**src/rtl/input_keypad_pkg.sv**
```systemverilog
// Shared key encodings, limits and frame-decode helper for the keypad entry block.
// The INPUT_KEYPAD_AUTOREPEAT_EN build option uses the repeat constants defined here.
package input_keypad_pkg;

  localparam logic [4:0] KEY_NONE  = 5'h10;
  localparam logic [3:0] KEY_NEG   = 4'd10;
  localparam logic [3:0] KEY_BKSP  = 4'd11;
  localparam logic [3:0] KEY_CLR   = 4'd12;
  localparam logic [3:0] KEY_ENTER = 4'd13;

  localparam int VALUE_MAX    = 127;
  localparam int REPEAT_FIRST = 32;
  localparam int REPEAT_NEXT  = 8;

  // Frame map bit index is col*4+row; the key code is row*4+col.
  function automatic logic [4:0] decode_frame(input logic [15:0] map);
    logic [4:0] code;
    int n;
    code = KEY_NONE;
    n = 0;
    for (int i = 0; i < 16; i++) begin
      if (map[i]) begin
        n++;
        code = {1'b0, i[1:0], i[3:2]};
      end
    end
    return (n == 1) ? code : KEY_NONE;
  endfunction

endpackage

```
**src/rtl/input_keypad_scan.sv**
```systemverilog
// Keypad column scan, row synchronizer, frame decode and debounce producing single key events.
// Defining INPUT_KEYPAD_AUTOREPEAT_EN adds held-key repeat for digits, NEG and BKSP.
module input_keypad_scan
  import input_keypad_pkg::*;
#(
  parameter int SCAN_DIV        = 1000,
  parameter int DEBOUNCE_FRAMES = 4
) (
  input  logic       Clock,
  input  logic       Reset,
  input  logic [3:0] row_n,
  output logic [3:0] col_n,
  output logic [3:0] key_code,
  output logic       key_valid
);

  localparam int DIV_W = (SCAN_DIV > 2) ? $clog2(SCAN_DIV) : 1;
  localparam int DB_W  = $clog2(DEBOUNCE_FRAMES + 1);
  localparam logic [DB_W-1:0] DB_MAX = DB_W'(DEBOUNCE_FRAMES);

  logic [DIV_W-1:0] div;
  logic [1:0]       col;
  logic [3:0]       row_s1, row_s2;
  logic [15:0]      map, map_next;
  logic [4:0]       prev_code, stable_code, frame_code, stable_next;
  logic [DB_W-1:0]  db_cnt, db_next;
  logic             sample, frame_done, press_evt, rep_evt;

  assign sample     = (div == DIV_W'(SCAN_DIV - 1));
  assign frame_done = sample && (col == 2'd3);

  always_comb begin
    map_next = map;
    map_next[4*col +: 4] = ~row_s2;
  end

  assign frame_code  = decode_frame(map_next);
  assign db_next     = (frame_code != prev_code) ? DB_W'(1) :
                       (db_cnt == DB_MAX)        ? db_cnt   : db_cnt + DB_W'(1);
  assign stable_next = (db_next == DB_MAX) ? frame_code : stable_code;
  assign press_evt   = (stable_code == KEY_NONE) && (stable_next != KEY_NONE);

`ifdef INPUT_KEYPAD_AUTOREPEAT_EN
  logic [5:0] rep_cnt;
  logic       repeatable;

  assign repeatable = (stable_next <= {1'b0, KEY_BKSP});
  assign rep_evt    = (stable_next == stable_code) && repeatable &&
                      (rep_cnt == 6'(REPEAT_FIRST - 1));

  // After the first repeat the counter restarts so the next one is REPEAT_NEXT frames later.
  always_ff @(posedge Clock or posedge Reset) begin
    if (Reset) begin
      rep_cnt <= '0;
    end else if (frame_done) begin
      if (stable_next != stable_code || !repeatable) rep_cnt <= '0;
      else if (rep_evt) rep_cnt <= 6'(REPEAT_FIRST - REPEAT_NEXT);
      else rep_cnt <= rep_cnt + 6'd1;
    end
  end
`else
  assign rep_evt = 1'b0;
`endif

  always_ff @(posedge Clock or posedge Reset) begin
    if (Reset) begin
      row_s1 <= 4'hF;
      row_s2 <= 4'hF;
    end else begin
      row_s1 <= row_n;
      row_s2 <= row_s1;
    end
  end

  always_ff @(posedge Clock or posedge Reset) begin
    if (Reset) begin
      div   <= '0;
      col   <= 2'd0;
      col_n <= 4'b1110;
      map   <= '0;
    end else if (sample) begin
      div   <= '0;
      col   <= col + 2'd1;
      col_n <= {col_n[2:0], col_n[3]};
      map   <= map_next;
    end else begin
      div <= div + DIV_W'(1);
    end
  end

  always_ff @(posedge Clock or posedge Reset) begin
    if (Reset) begin
      prev_code   <= KEY_NONE;
      stable_code <= KEY_NONE;
      db_cnt      <= '0;
      key_code    <= 4'd0;
      key_valid   <= 1'b0;
    end else begin
      key_valid <= 1'b0;
      if (frame_done) begin
        prev_code   <= frame_code;
        db_cnt      <= db_next;
        stable_code <= stable_next;
        if (press_evt || rep_evt) begin
          key_code  <= stable_next[3:0];
          key_valid <= 1'b1;
        end
      end
    end
  end

endmodule

```
**src/rtl/input_keypad_entry.sv**
```systemverilog
// Keypad entry top: accumulates a signed decimal operand, drives the display and commits on ENTER.
// Autorepeat is available via INPUT_KEYPAD_AUTOREPEAT_EN (handled inside the scan block).
module input_keypad_entry
  import input_keypad_pkg::*;
#(
  parameter int SCAN_DIV        = 1000,
  parameter int DEBOUNCE_FRAMES = 4
) (
  input  logic       Clock,
  input  logic       Reset,
  input  logic [3:0] row_n,
  output logic [3:0] col_n,
  output logic [7:0] data_outH,
  output logic [7:0] data_outL,
  output logic [3:0] key_code,
  output logic       key_valid,
  output logic [7:0] value,
  output logic       value_valid
);

  logic [6:0]  mag;
  logic        sign;
  logic        clr_pending;
  logic [10:0] digit_sum;
  logic [7:0]  entry;

  input_keypad_scan #(
    .SCAN_DIV        (SCAN_DIV),
    .DEBOUNCE_FRAMES (DEBOUNCE_FRAMES)
  ) u_scan (
    .Clock     (Clock),
    .Reset     (Reset),
    .row_n     (row_n),
    .col_n     (col_n),
    .key_code  (key_code),
    .key_valid (key_valid)
  );

  assign digit_sum = 11'(mag) * 11'd10 + 11'(key_code);
  assign entry     = sign ? (8'd0 - {1'b0, mag}) : {1'b0, mag};

  always_ff @(posedge Clock or posedge Reset) begin
    if (Reset) begin
      mag         <= '0;
      sign        <= 1'b0;
      clr_pending <= 1'b0;
      value       <= '0;
      value_valid <= 1'b0;
    end else begin
      value_valid <= 1'b0;
      // Committed entry is cleared one edge after the value is handed off.
      if (clr_pending) begin
        mag         <= '0;
        sign        <= 1'b0;
        clr_pending <= 1'b0;
      end
      if (key_valid) begin
        if (key_code <= 4'd9) begin
          if (digit_sum <= 11'(VALUE_MAX)) mag <= digit_sum[6:0];
        end else begin
          case (key_code)
            KEY_NEG:  sign <= ~sign;
            KEY_BKSP: begin
              mag <= mag / 7'd10;
              if (mag < 7'd10) sign <= 1'b0;
            end
            KEY_CLR: begin
              mag  <= '0;
              sign <= 1'b0;
            end
            KEY_ENTER: begin
              value       <= entry;
              value_valid <= 1'b1;
              clr_pending <= 1'b1;
            end
            default: ;
          endcase
        end
      end
    end
  end

  always_ff @(posedge Clock or posedge Reset) begin
    if (Reset) begin
      data_outL <= '0;
      data_outH <= '0;
    end else begin
      data_outL <= entry;
      data_outH <= {8{entry[7]}};
    end
  end

endmodule

```
**config.mk**
```make
export PLATFORM = sky130hd
export DESIGN_NAME = input_keypad_entry
export DESIGN_NICKNAME = d
export VERILOG_FILES = /design/src/rtl/input_keypad_pkg.sv /design/src/rtl/input_keypad_scan.sv /design/src/rtl/input_keypad_entry.sv
export SDC_FILE = /design/constraint.sdc
export NUM_CORES = 1
export LEC_CHECK = 0
export BUFFER_PORTS_ARGS = -buffer_cell sky130_fd_sc_hd__buf_2
export CORE_MARGIN = 2
export CORE_UTILIZATION = 43
export DETAILED_ROUTE_END_ITERATION = 6
export GPL_ROUTABILITY_DRIVEN = 0
export GPL_TIMING_DRIVEN = 0
export PLACE_DENSITY = 0.63
export REMOVE_ABC_BUFFERS = 1
export SETUP_SLACK_MARGIN = 0.5
export SYNTH_ARGS = -nofsm -noshare
export SYNTH_HDL_FRONTEND = slang
export SYNTH_SLANG_ARGS = --single-unit
```
**constraint.sdc**
```tcl
create_clock -name Clock -period 25 [get_ports Clock]
set_input_delay 5 -clock Clock [delete_from_list [all_inputs] [get_ports Clock]]
set_output_delay 5 -clock Clock [all_outputs]
set_load 0.03 [all_outputs]
```
==> impl_metrics.py <==
metrics = {
    "worst_setup_path": {
        "worstSetupPathType": "flip-flop to flip-flop",
        "critical_path.max_stage_delay_ns": 0.70,
        "cp-end-kind": "flip-flop",
        "required_ns": 25.23,
        "crit_top_cell": "ha_1",
        "crit_fanout": 14,
        "cp_slowest_cell": "dfrtp_1",
        "cp-start-kind": "flip-flop",
        "critPathArrivalTime_ns": 13.20,
    },
    "global_route": {
        "antenna_found_initial": 0,
        "grt_first_pass_wirelength_um": 25700,
        "grtUsageTotal": 0.187,
        "grt_max_degree": 44,
        "grt_pass1_vias": 5251,
        "grt_overflow": 0,
    },
    "placement": {
        "pre_cts_ws_ns": 12.13,
        "io_buffers": 39,
        "dp_cells": 999,
        "place_hpwl_um": 11500,
    },
    "cells_and_area": {
        "drive_above_1_share": 0.159,
        "area_growth_syn_to_layout_pct": 9.85,
        "layout.cells.non_filler": 1015,
        "multi_input_area_sq_mm": 0.00452,
        "final_nets": 840,
        "layout_commonest_cell": "nand2_1",
        "seqCellArea_sq_mm": 0.00209,
        "layout_common_cells": "nand2_1, dfrtp_1, nor2_1",
        "antennaDiodeCount": 0,
        "fill_cells": 1525,
    },
    "floorplanning": {
        "fp.dieH_um": 131,
        "ioPinCount": 40,
        "design.core.area_sq_mm": 0.0158,
        "start_util": 0.438,
        "die_w_um": 131,
        "die_area_sq_mm": 0.0171,
        "rows": 46,
    },
    "synth": {
        "synth_flop_cell": "dfrtp_1",
        "syn_area_sq_mm": 0.00691,
        "synthCells": 776,
        "yosysSeqAreaShare": 0.303,
        "synth.avg_cell_area_sq_um": 8.90,
        "synthArstFlopShare": 1.00,
        "synth-seq-cells": 83,
        "synth-warning-count": 0,
        "synth_edf_count": 0,
        "synth_cell_type_count": 93,
    },
    "hold_path": {
        "holdCritPathClass": "flip-flop to flip-flop",
    },
    "timing": {
        "whs_ns": 0.357,
        "hold_violations": 0,
        "setup_tns_ns": 0,
        "maxSlewViolCount": 0,
        "setup_viol": 0,
        "fin_crit_ns": 12.97,
        "relSlewSlack": 0.229,
        "clock_skew_ns": 0.00813,
        "setup_ws_ns": 12.03,
        "period_share": 0.519,
        "tightestPinTransition_ns": 1.14,
        "max_freq_mhz": 77.1,
        "grt_setup_unrepaired": "false",
    },
    "cts": {
        "clk_path_buf_depth": 2,
        "numCtsBuffers": 9,
        "path_clk_slew_ns": 0.06,
        "cts_hold_buf": 0,
        "htreeDepth": 3,
        "cts_setup_buffers": 0,
        "cts_tree": "built",
        "worstSkewPairLatency_ns": 0.35,
        "cts_resized": 0,
        "cts_sinks": 83,
        "root_buffer": "clkbuf_16",
    },
    "outcome": {
        "outcome": "completed",
    },
    "detailed_routing": {
        "vias": 5655,
        "antenna_left": 0,
        "drtIter0Drc": 388,
        "drc": 0,
        "post_drt_via_cell_ratio": 5.57,
        "wl_per_cell_um": 15.0,
        "wirelength_um": 15200,
        "firstDrtPassIters": 5,
    },
    "power_and_ir_drop": {
        "ir_worst_vdd_v": 0.0000407,
        "p_total_mw": 0.332,
        "p_leak_nw": 3.33,
        "powerDensity_mw_per_mm2": 43.7,
    },
    "job": {
        "maxCapViolations": 0,
    },
}
## registers in the layout (all words and copies together) (netlist names), 2 cells and up
signal and count:
u_scan.div 10, u_scan.map 16, u_scan.col_n 4, u_scan.row_s1 4
u_scan.db_cnt 3, value 8, u_scan.row_s2 4, u_scan.key_code 4
data_outL 7, u_scan.prev_code 5, u_scan.col 2, u_scan.stable_code 5
mag 7
## layer usage
metal | global-route usage | wire, um | up-vias
li1 | - | - | 2855
met1 | 0.265 | 7450 | 2675
met2 | 0.298 | 6900 | 109
met3 | 0.0293 | 635 | 16
met4 | 0.0501 | 212 | 0
met5 | 0 | 0 | -
## cells in the mapped netlist (all sizes together), types with 7 or more instances
cell type / n / share of area
nor2b: 22 / 0.020
o211ai: 7 / 0.0076
nand2: 88 / 0.048
mux2i: 16 / 0.023
mux2: 21 / 0.036
inv: 31 / 0.017
xor2: 16 / 0.021
nand3: 24 / 0.017
ha: 38 / 0.069
and2: 7 / 0.0063
nor3: 18 / 0.015
clkbuf: 23 / 0.012
nand2b: 15 / 0.014
a31oi: 9 / 0.0091
dfrtp: 70 / 0.25
o22ai: 11 / 0.010
nor2: 64 / 0.035
o31ai: 11 / 0.013
nand4: 7 / 0.0063
buf: 13 / 0.014
dfstp: 13 / 0.049
xnor3: 7 / 0.023
xnor2: 42 / 0.058
o21ai: 47 / 0.035
a21oi: 39 / 0.028
a21o: 9 / 0.0098
## final cells by class
type                       count  area share
multi-input combinational    626       0.595
sequential                    83       0.276
tap                          216      0.0356
timing repair buffer          43      0.0333
clock buffer                  11      0.0307
inverter                      31      0.0157
clock inverter                 5      0.0137
## through the flow
stage / util / instance area [sq um]
2_1_floorplan: - / 6720
3_3_place_gp: 0.456 / 7190
3_5_place_dp: 0.460 / 7250
4_1_cts: 0.481 / 7590
5_1_grt: 0.481 / 7590
6_report: 0.481 / 7590
## worst paths after layout
path / slack [ns] / end / cells past startpoint / from
min in group asynchronous: 4.71 / u_scan.div[2] / 2 / Reset
worst min register to register: 0.36 / u_scan.row_s2[1] / 0 / u_scan.row_s1[1]
max in group asynchronous: 19.61 / u_scan.row_s1[3] / 3 / Reset
worst min-delay path: 0.36 / u_scan.row_s2[1] / 0 / u_scan.row_s1[1]
worst max-delay path: 12.03 / u_scan.stable_code[0] / 57 / u_scan.col[0]
worst max register to register: 12.03 / u_scan.stable_code[0] / 57 / u_scan.col[0]
## kinds of logic (layout without fill, tap and decap cells)
| kind of cell | Yosys count | after routing | synth area share |
|---|---|---|---|
| adders and majority gates | 41 | 41 | 0.0761 |
| buffers and inverters | 67 | 90 | 0.0438 |
| DFF | 83 | 83 | 0.303 |
| AOI/OAI and AO/OA | 197 | 197 | 0.198 |
| xor gates and xnor gates | 66 | 66 | 0.106 |
| and+or+nand+nor | 285 | 285 | 0.214 |
| muxes | 37 | 37 | 0.0590 |
## worst max-delay path, delay by kind of cell, from the launching register on
kind | cells | cell delay, ns
adder cells (fa/ha/maj) | 15 | 4.72
AND/OR/NAND/NOR | 19 | 3.20
AO/OA/AOI/OAI | 17 | 2.97
multiplexers | 3 | 0.76
flip-flops | 1 | 0.70
buffers and inverters | 2 | 0.30
XOR/XNOR | 1 | 0.16
## power by group
part           switching [mW]  leakage (nW)  total, mW  internal [mW]
sequential            0.00107          1.10      0.137          0.136
clock                  0.0552         0.164      0.153         0.0977
combinational          0.0250          2.07     0.0419         0.0169
total                  0.0813          3.33      0.332          0.250
(Power assumes the default switching activity.)
